### src/rtl/btn_pkg.sv
// Shared types and default timing constants for the push-button input stage.
package btn_pkg;

    // Encodings are exported on dbg_state, so they are pinned explicitly.
    typedef enum logic [1:0] {
        IDLE        = 2'd0,
        PRESS_CHK   = 2'd1,
        HELD        = 2'd2,
        RELEASE_CHK = 2'd3
    } btn_state_t;

    // Default timing for a 50 MHz system clock.
    localparam int unsigned DEB_20MS  = 32'd1_000_000;
    localparam int unsigned HOLD_1S   = 32'd50_000_000;
    localparam int unsigned REP_250MS = 32'd12_500_000;

endpackage

### src/rtl/sync_2ff.sv
// Two-flop synchroniser for asynchronous board inputs.
// RESET_VAL should be the idle level of the pin so reset never fakes an edge.
module sync_2ff #(
    parameter logic RESET_VAL = 1'b0
) (
    input  logic clk,
    input  logic rst,
    input  logic d,
    output logic q
);

    logic meta;

    // Double-register the async input; both stages load the idle level on reset.
    always_ff @(posedge clk) begin
        if (rst) begin
            meta <= RESET_VAL;
            q    <= RESET_VAL;
        end else begin
            meta <= d;
            q    <= meta;
        end
    end

endmodule

### src/rtl/button_conditioner.sv
// Push-button conditioner: synchronise, debounce both edges, and produce
// press/release/hold pulses, a debounced level, a press counter and a
// debug state code for downstream control FSMs.
module button_conditioner
    import btn_pkg::*;
#(
    parameter int unsigned DEBOUNCE_CYCLES = DEB_20MS,
    parameter int unsigned HOLD_CYCLES     = HOLD_1S,
    parameter int unsigned REPEAT_CYCLES   = REP_250MS,
    parameter bit          ACTIVE_LOW      = 1'b1,
    parameter int unsigned CNT_W           = 32
) (
    input  logic       clk,
    input  logic       rst,
    input  logic       button,
    output logic       btn_level,
    output logic       press_pulse,
    output logic       release_pulse,
    output logic       hold_pulse,
    output logic [7:0] press_count,
    output logic [1:0] dbg_state
);

    // Terminal counts; counters run from 0 so the last value is N-1.
    // With REPEAT_CYCLES == 0 REP_LAST wraps, but it is never consulted then.
    localparam logic [CNT_W-1:0] DEB_LAST  = CNT_W'(DEBOUNCE_CYCLES - 1);
    localparam logic [CNT_W-1:0] HOLD_LAST = CNT_W'(HOLD_CYCLES - 1);
    localparam logic [CNT_W-1:0] REP_LAST  = CNT_W'(REPEAT_CYCLES - 1);
    localparam logic [CNT_W-1:0] CNT_ONE   = CNT_W'(1);
    localparam logic             IDLE_PIN  = ACTIVE_LOW;

    // Parameter sanity: windows must be non-empty and fit the counter width.
    generate
        if (CNT_W == 0 || CNT_W > 32) begin : g_chk_cnt_w
            $error("button_conditioner: CNT_W must be 1..32");
        end
        if (DEBOUNCE_CYCLES == 0) begin : g_chk_deb_min
            $error("button_conditioner: DEBOUNCE_CYCLES must be >= 1");
        end
        if (HOLD_CYCLES == 0) begin : g_chk_hold_min
            $error("button_conditioner: HOLD_CYCLES must be >= 1");
        end
        if ((64'(DEBOUNCE_CYCLES) >> CNT_W) != 64'd0) begin : g_chk_deb_fit
            $error("button_conditioner: DEBOUNCE_CYCLES does not fit in CNT_W");
        end
        if ((64'(HOLD_CYCLES) >> CNT_W) != 64'd0) begin : g_chk_hold_fit
            $error("button_conditioner: HOLD_CYCLES does not fit in CNT_W");
        end
        if ((64'(REPEAT_CYCLES) >> CNT_W) != 64'd0) begin : g_chk_rep_fit
            $error("button_conditioner: REPEAT_CYCLES does not fit in CNT_W");
        end
    endgenerate

    logic             pin_sync;
    logic             pressed_raw;
    btn_state_t       state;
    logic [CNT_W-1:0] deb_cnt;
    logic [CNT_W-1:0] hold_cnt;
    logic [CNT_W-1:0] rep_cnt;
    logic             hold_done;

    sync_2ff #(
        .RESET_VAL (IDLE_PIN)
    ) u_sync (
        .clk (clk),
        .rst (rst),
        .d   (button),
        .q   (pin_sync)
    );

    // Normalise polarity so 1 always means "pressed" from here on.
    assign pressed_raw = pin_sync ^ ACTIVE_LOW;
    assign dbg_state   = state;

    // Debounce/hold FSM; every output is set here so all of them are registered.
    always_ff @(posedge clk) begin
        if (rst) begin
            state         <= IDLE;
            deb_cnt       <= '0;
            hold_cnt      <= '0;
            rep_cnt       <= '0;
            hold_done     <= 1'b0;
            btn_level     <= 1'b0;
            press_pulse   <= 1'b0;
            release_pulse <= 1'b0;
            hold_pulse    <= 1'b0;
            press_count   <= 8'd0;
        end else begin
            press_pulse   <= 1'b0;
            release_pulse <= 1'b0;
            hold_pulse    <= 1'b0;
            unique case (state)
                IDLE: begin
                    if (pressed_raw) begin
                        state   <= PRESS_CHK;
                        deb_cnt <= '0;
                    end
                end
                PRESS_CHK: begin
                    if (!pressed_raw) begin
                        // Too short to be a press: drop it silently.
                        state   <= IDLE;
                        deb_cnt <= '0;
                    end else if (deb_cnt == DEB_LAST) begin
                        state       <= HELD;
                        press_pulse <= 1'b1;
                        btn_level   <= 1'b1;
                        press_count <= press_count + 8'd1;
                        hold_cnt    <= '0;
                        rep_cnt     <= '0;
                        hold_done   <= 1'b0;
                    end else begin
                        deb_cnt <= deb_cnt + CNT_ONE;
                    end
                end
                HELD: begin
                    if (!pressed_raw) begin
                        // Hold/repeat counters freeze until the release is confirmed or bounces back.
                        state   <= RELEASE_CHK;
                        deb_cnt <= '0;
                    end else if (!hold_done) begin
                        if (hold_cnt == HOLD_LAST) begin
                            hold_pulse <= 1'b1;
                            hold_done  <= 1'b1;
                            rep_cnt    <= '0;
                        end else begin
                            hold_cnt <= hold_cnt + CNT_ONE;
                        end
                    end else if (REPEAT_CYCLES != 0) begin
                        if (rep_cnt == REP_LAST) begin
                            hold_pulse <= 1'b1;
                            rep_cnt    <= '0;
                        end else begin
                            rep_cnt <= rep_cnt + CNT_ONE;
                        end
                    end
                end
                RELEASE_CHK: begin
                    if (pressed_raw) begin
                        state <= HELD;
                    end else if (deb_cnt == DEB_LAST) begin
                        state         <= IDLE;
                        release_pulse <= 1'b1;
                        btn_level     <= 1'b0;
                        deb_cnt       <= '0;
                        hold_cnt      <= '0;
                        rep_cnt       <= '0;
                        hold_done     <= 1'b0;
                    end else begin
                        deb_cnt <= deb_cnt + CNT_ONE;
                    end
                end
            endcase
        end
    end

endmodule
### config.mk
export PLATFORM = sky130hd
export DESIGN_NAME = button_conditioner
export DESIGN_NICKNAME = d
export VERILOG_FILES = /design/src/rtl/btn_pkg.sv /design/src/rtl/sync_2ff.sv /design/src/rtl/button_conditioner.sv
export SDC_FILE = /design/constraint.sdc
export NUM_CORES = 1
export LEC_CHECK = 0
export CAP_MARGIN = 40
export CORE_MARGIN = 1.5
export CORE_UTILIZATION = 45
export CTS_CLUSTER_SIZE = 20
export DETAILED_ROUTE_END_ITERATION = 7
export DONT_BUFFER_PORTS = 1
export GPL_TIMING_DRIVEN = 1
export PLACE_DENSITY_LB_ADDON = 0.08
export SYNTH_ARGS = -nofsm -noshare
export SYNTH_HDL_FRONTEND = slang
export SYNTH_SLANG_ARGS = --single-unit
### constraint.sdc
create_clock -name clk -period 6.4 [get_ports clk]
set_input_delay 0.64 -clock clk [delete_from_list [all_inputs] [get_ports clk]]
set_output_delay 0.64 -clock clk [all_outputs]
set_load 0.01 [all_outputs]
Word-level counts from Yosys, hierarchy flattened
Cells that the tools add are included.

Logic and storage cells: 96. Register bits: 113. Output and inout bits: 14.

$add $sub $neg: 4. Muxes and demuxes: 44. Bitwise gates (word level): 4. Eq/ne operators: 19. Reduce and logical (&&, ||, !) cells: 13.

Operators with widths (count): 32-bit two-way mux (19); 32-bit case mux with 3 select lines (2); 32-bit case mux with 4 select lines (1); 32-bit by 1-bit adder with 32-bit output, second input constant (3); 32-bit by 20-bit equality test with 1-bit output, second input constant (1); 32-bit by 24-bit equality test with 1-bit output, second input constant (1); 32-bit by 26-bit equality test with 1-bit output, second input constant (1); 2-bit != test, second input constant (7); 1-bit two-way mux (13); 2-bit two-way mux (6); 4-bit AND reduction (3); 5-bit AND reduction (2); 3-bit OR reduction (3); 8-bit by 1-bit adder with 8-bit output, second input constant (1); 2-bit case mux with 4 select lines (1); 3-bit by 2-bit != test with 1-bit output, second input constant (2); 3-bit != test, second input constant (2); 6-bit AND reduction (1); 2-bit equality test, second input constant (2); 2-bit by 1-bit != test with 1-bit output, second input constant (2); 1-bit NOT (4); 1-bit case mux with 3 select lines (1); 3-bit AND reduction (1); 3-bit nonzero test (1); other kinds (4) (4).

Logic depth before layout (Yosys ltp)
Word-level depth: 5. Depth in mapped cells: 9. Mapped depth without buffers: 7.

By module
Synthesis repeated with hierarchy kept, for this count alone.

Cell total of the unflattened synthesis: 725. Area, all modules: 5935.7 um2.

Modules (own cells, without submodules): button_conditioner (sequential area each 2222.1 um2, area each 5883.1 um2, instances 1, cells an instance 721); sync_2ff (sequential area each 40.0 um2, area each 52.6 um2, instances 1, cells an instance 4).

Least setup slack after synthesis
Ideal clock, no wire load.

Path type: register to register. From: register rep_cnt[0]. To: register rep_cnt[14]. Required time: 6.328 ns. Setup slack: 4.202 ns. Path buffers: 1. Period minus slack after synthesis: 2.198 ns. Cell stages (with the launch flop): 9. Data arrival time: 2.127 ns. Cell sequence: dfxtp_1 -> ha_1 -> and3_1 -> nand4_1 -> o31ai_1 -> nor3_1 -> clkbuf_1 -> nand3_1 -> mux2i_1.

Word-level cells in the longest chain between the ends: 5. Elaborated cells between the ends (all ways): 6.

RTL lines: start, declared (line button_conditioner.sv:59) `logic [CNT_W-1:0] rep_cnt;`; start signal, assigned (line button_conditioner.sv:134) `rep_cnt <= rep_cnt + CNT_ONE;`; 32-bit by 1-bit adder with 32-bit output or 32-bit by 24-bit equality test with 1-bit output (tied branches) (line button_conditioner.sv:134, button_conditioner.sv:130); 32-bit two-way mux * (line button_conditioner.sv:130) `if (rep_cnt == REP_LAST) begin`; 32-bit two-way mux * (line button_conditioner.sv:121) `end else if (!hold_done) begin`; 32-bit two-way mux * (line button_conditioner.sv:117) `if (!pressed_raw) begin`; 32-bit case mux with 3 select lines * (line button_conditioner.sv:92) `unique case (state)`.

Every way passes the cells marked *; elsewhere a longest branch is shown, timed or not. The select of a mux whose other input is x is not followed. A chain may end at the register's enable or synchronous reset.

Final worst setup path
From: register deb_cnt[17]. To: register rep_cnt[17].

Word-level cells in the longest chain between the ends: 4. Elaborated cells between the ends (all ways): 5.

RTL lines: start, declared (line button_conditioner.sv:57) `logic [CNT_W-1:0] deb_cnt;`; start signal, assigned (line button_conditioner.sv:113) `deb_cnt <= deb_cnt + CNT_ONE;`; start signal, assigned (line button_conditioner.sv:150) `deb_cnt <= deb_cnt + CNT_ONE;`; 32-bit by 20-bit equality test with 1-bit output * (line button_conditioner.sv:104, button_conditioner.sv:141); 32-bit two-way mux *; 32-bit two-way mux; 32-bit case mux with 3 select lines *.

Marks and branches as above.

==> metrics <==
status=complete, no violations; worst-path fanout max=6; initial cell density of the core=between 40% and 50%; Pre-Repair DR Iteration Count=4; Setup Skew=6.11 ps; post-DR wirelength/cell=16.0 um; RD Place Congestion=0.874; Worst slew margin=35.0%; CTS Buf Count=17; # fillers=1,225; Reg-to-Reg End=rep_cnt[17]; H-tree levels=4; Static Leakage=2.07 nW; hold depth=1; hold_sp=rst; Peak VDD IR=between 0.15 and 0.2 mV; Yosys cell types=52; Syn Area/Cell=~7.8 um^2; ys flop type=dfxtp_1; Syn Inst Count=751; share of cells above drive strength 1=7.14%; nets=750; Post-synth EDFFs=0; Hold Path Sink=press_count[1]; Syn Std Cell Area=5850 um^2; CP Launch Point=deb_cnt[17]; startpoint types=flop; # resized after CTS=0; Crit-path slowest cell=nor3_1; fin area=about 6600 um^2; Worst-Margin Slew=966 ps; Post-Route Setup TNS=0 ps; largest net degree at the start of global routing=50; min-delay worst type=in2reg; 1st-iter DRT viols=344; Syn Nets=roughly 760; Ports=17; port bufs=0; Total Routing Usage GR=23.2%; row count=41; clk_lat worst skew=420 ps; worst r2r src=deb_cnt[17]; worst path cell trace=nor4bb_1, nand4_1, nor3_1, a211oi_1, nand3b_1, a211oi_1; Seq/Total Area, Yosys=38.7%; placed cell area=5970 um^2; crit-path max cell delay=830 ps; final core occ=approximately 52%; Antenna diodes=0; register-to-register path setup slack=3610 ps; RSZ-0062 raised after global routing=false; first-pass GRT wire length=25,000 um; cell repeated most along the worst path=a211oi_1; clk buf depth=2; power per cell area=264 nW/um^2; maxcap violations=0; Die Y=117 um; Critical Path RT=6740 ps; Worst Path Buf+Inv=0; final WL=14,800 um; Slew Limit Fails=0; worst r2r path cells=6; final hold violations=0; Area growth, synth to finish=12.9%; vias in the first global route=5,153; number of synthesized register bits=between 100 and 150; initial antenna violation count=0; Vias/cell=~6; total grt overflow=0; DRC=0; clk sinks=between 100 and 150; Core ar.=12,700 um^2; min cycle time layout=2790 ps; max frequency=0.358 GHz; die area=13,700 um^2; setup bufs post-CTS=0; CTS Hold Buffers Added=0; vias post-DR=~5,600; placed insts=896; Yosys warning total=0; Worst Setup End Kind=flop; Reg clk slew, reported paths=60 ps; pre-CTS WS=3700 ps; Critical Path AT=around 3100 ps; post-route insts no fill=928; Async SR Flop Fraction=0%; post-route ant nets=0; Critical Setup Path Class=reg2reg; Finish-stage setup viols=0; Final Cycle Share=43.6%; Root Driver=clkbuf_16; PnR worst setup slack=3610 ps; Die X=roughly 120 um; Largest delay share family, worst path=simple AND/OR/NAND/NOR gates; detailed placement HPWL=9920 um; TritonCTS clock tree=built
through the flow:
stage	power, mW	hold slack, ps
floorplan	0.746	389
global placement	0.749	401
detailed placement	0.749	396
CTS	1.76	263
global route	1.80	266
finish	1.74	282
placed cells by master (no fill, tap or decap), types with 23 or more instances in the layout:
master,count
nand3_1,36
nand4_1,25
o31ai_1,25
a21oi_1,49
nor3_1,41
o21ai_0,92
nand2_1,78
inv_1,23
dfxtp_1,113
nor2_1,39
cells by family after synthesis:
logic type / Yosys count / share of synthesized area, %
DFF: 113 / 38.7
adders and majority gates: 4 / 0.856
xor gates and xnor gates: 13 / 1.95
buffers and inverters: 58 / 4.38
and+or+nand+nor: 341 / 31.2
muxes: 6 / 1.03
AOI/OAI and AO/OA: 216 / 21.9
state kept, by name (all words and copies together) (netlist names), named ones only:
signal / cells
dbg_state: 1
rep_cnt: 32
hold_done: 1
u_sync.meta: 1
u_sync.q: 1
hold_cnt: 32
deb_cnt: 32
hold_pulse: 1
press_count: 8
release_pulse: 1
press_pulse: 1
btn_level: 1
how the worst max path moves through the flow:
stage               slack (ps)  cells after the start            to
floorplan                 4200                      8   rep_cnt[14]
global placement          3540                      7  hold_cnt[16]
detailed placement        3700                      6    rep_cnt[3]
CTS                       3680                      6    rep_cnt[3]
global route              3380                      5   rep_cnt[17]
finish                    3610                      6   rep_cnt[17]
routing by layer:
layer,track usage (%),vias up,routed length [um]
met1,30.0,2629,6890
met2,37.8,99,7130
li1,-,2807,-
met3,5.20,23,540
met4,8.84,0,252
met5,0,-,0
cell usage after synthesis (all sizes together), types with 2 or more instances:
| library cell | number | area share (%) |
|---|---|---|
| o41ai | 4 | 0.60 |
| nor4 | 22 | 2.4 |
| nor2b | 3 | 0.32 |
| o21ai | 93 | 8.0 |
| o31a | 3 | 0.45 |
| a22o | 2 | 0.30 |
| a211o | 2 | 0.30 |
| o211ai | 3 | 0.38 |
| or4 | 12 | 1.5 |
| xnor2 | 7 | 1.0 |
| nand2 | 79 | 5.2 |
| nor2 | 39 | 2.5 |
| ha | 4 | 0.86 |
| nand3 | 37 | 3.3 |
| o2111ai | 2 | 0.30 |
| buf | 6 | 0.71 |
| o31ai | 27 | 3.6 |
| mux2i | 6 | 1.0 |
| inv | 23 | 1.5 |
| or3 | 22 | 2.4 |
| nand3b | 2 | 0.26 |
| a31oi | 12 | 1.3 |
| nor3 | 43 | 3.8 |
| clkbuf | 28 | 2.1 |
| xor2 | 6 | 0.90 |
| or2 | 4 | 0.43 |
| a21oi | 49 | 4.2 |
| and2 | 18 | 2.0 |
| a211oi | 9 | 1.2 |
| and3 | 17 | 1.8 |
| dfxtp | 113 | 39 |
| a21o | 4 | 0.51 |
| a311oi | 3 | 0.45 |
| and4 | 10 | 1.5 |
| nand4 | 25 | 2.7 |
| nor4b | 6 | 0.90 |
worst register-to-register path: cells and delay by family, from the launching register on:
family | cells | cell delay [ps]
AND/OR/NAND/NOR | 4 | 1810
AO/OA/AOI/OAI | 2 | 500
flip-flops | 1 | 400
report_power, final:
group | internal [mW] | switching (mW)
Clock | 0.660 | 0.349
Combinational | 0.00629 | 0.0169
Sequential | 0.706 | 0.00456
Total | 1.37 | 0.371
layout make-up:
class | instances | area (um^2) | area share [%]
clock buffers | 19 | 443 | 6.71
inverters | 24 | 90.1 | 1.36
multi-input cells | 580 | 3350 | 50.7
well taps | 172 | 215 | 3.26
flip-flops and latches | 113 | 2260 | 34.3
repair buffers | 7 | 56.3 | 0.853
clock inverters | 13 | 185 | 2.80
Note: power is estimated with default switching activity, not from simulation.
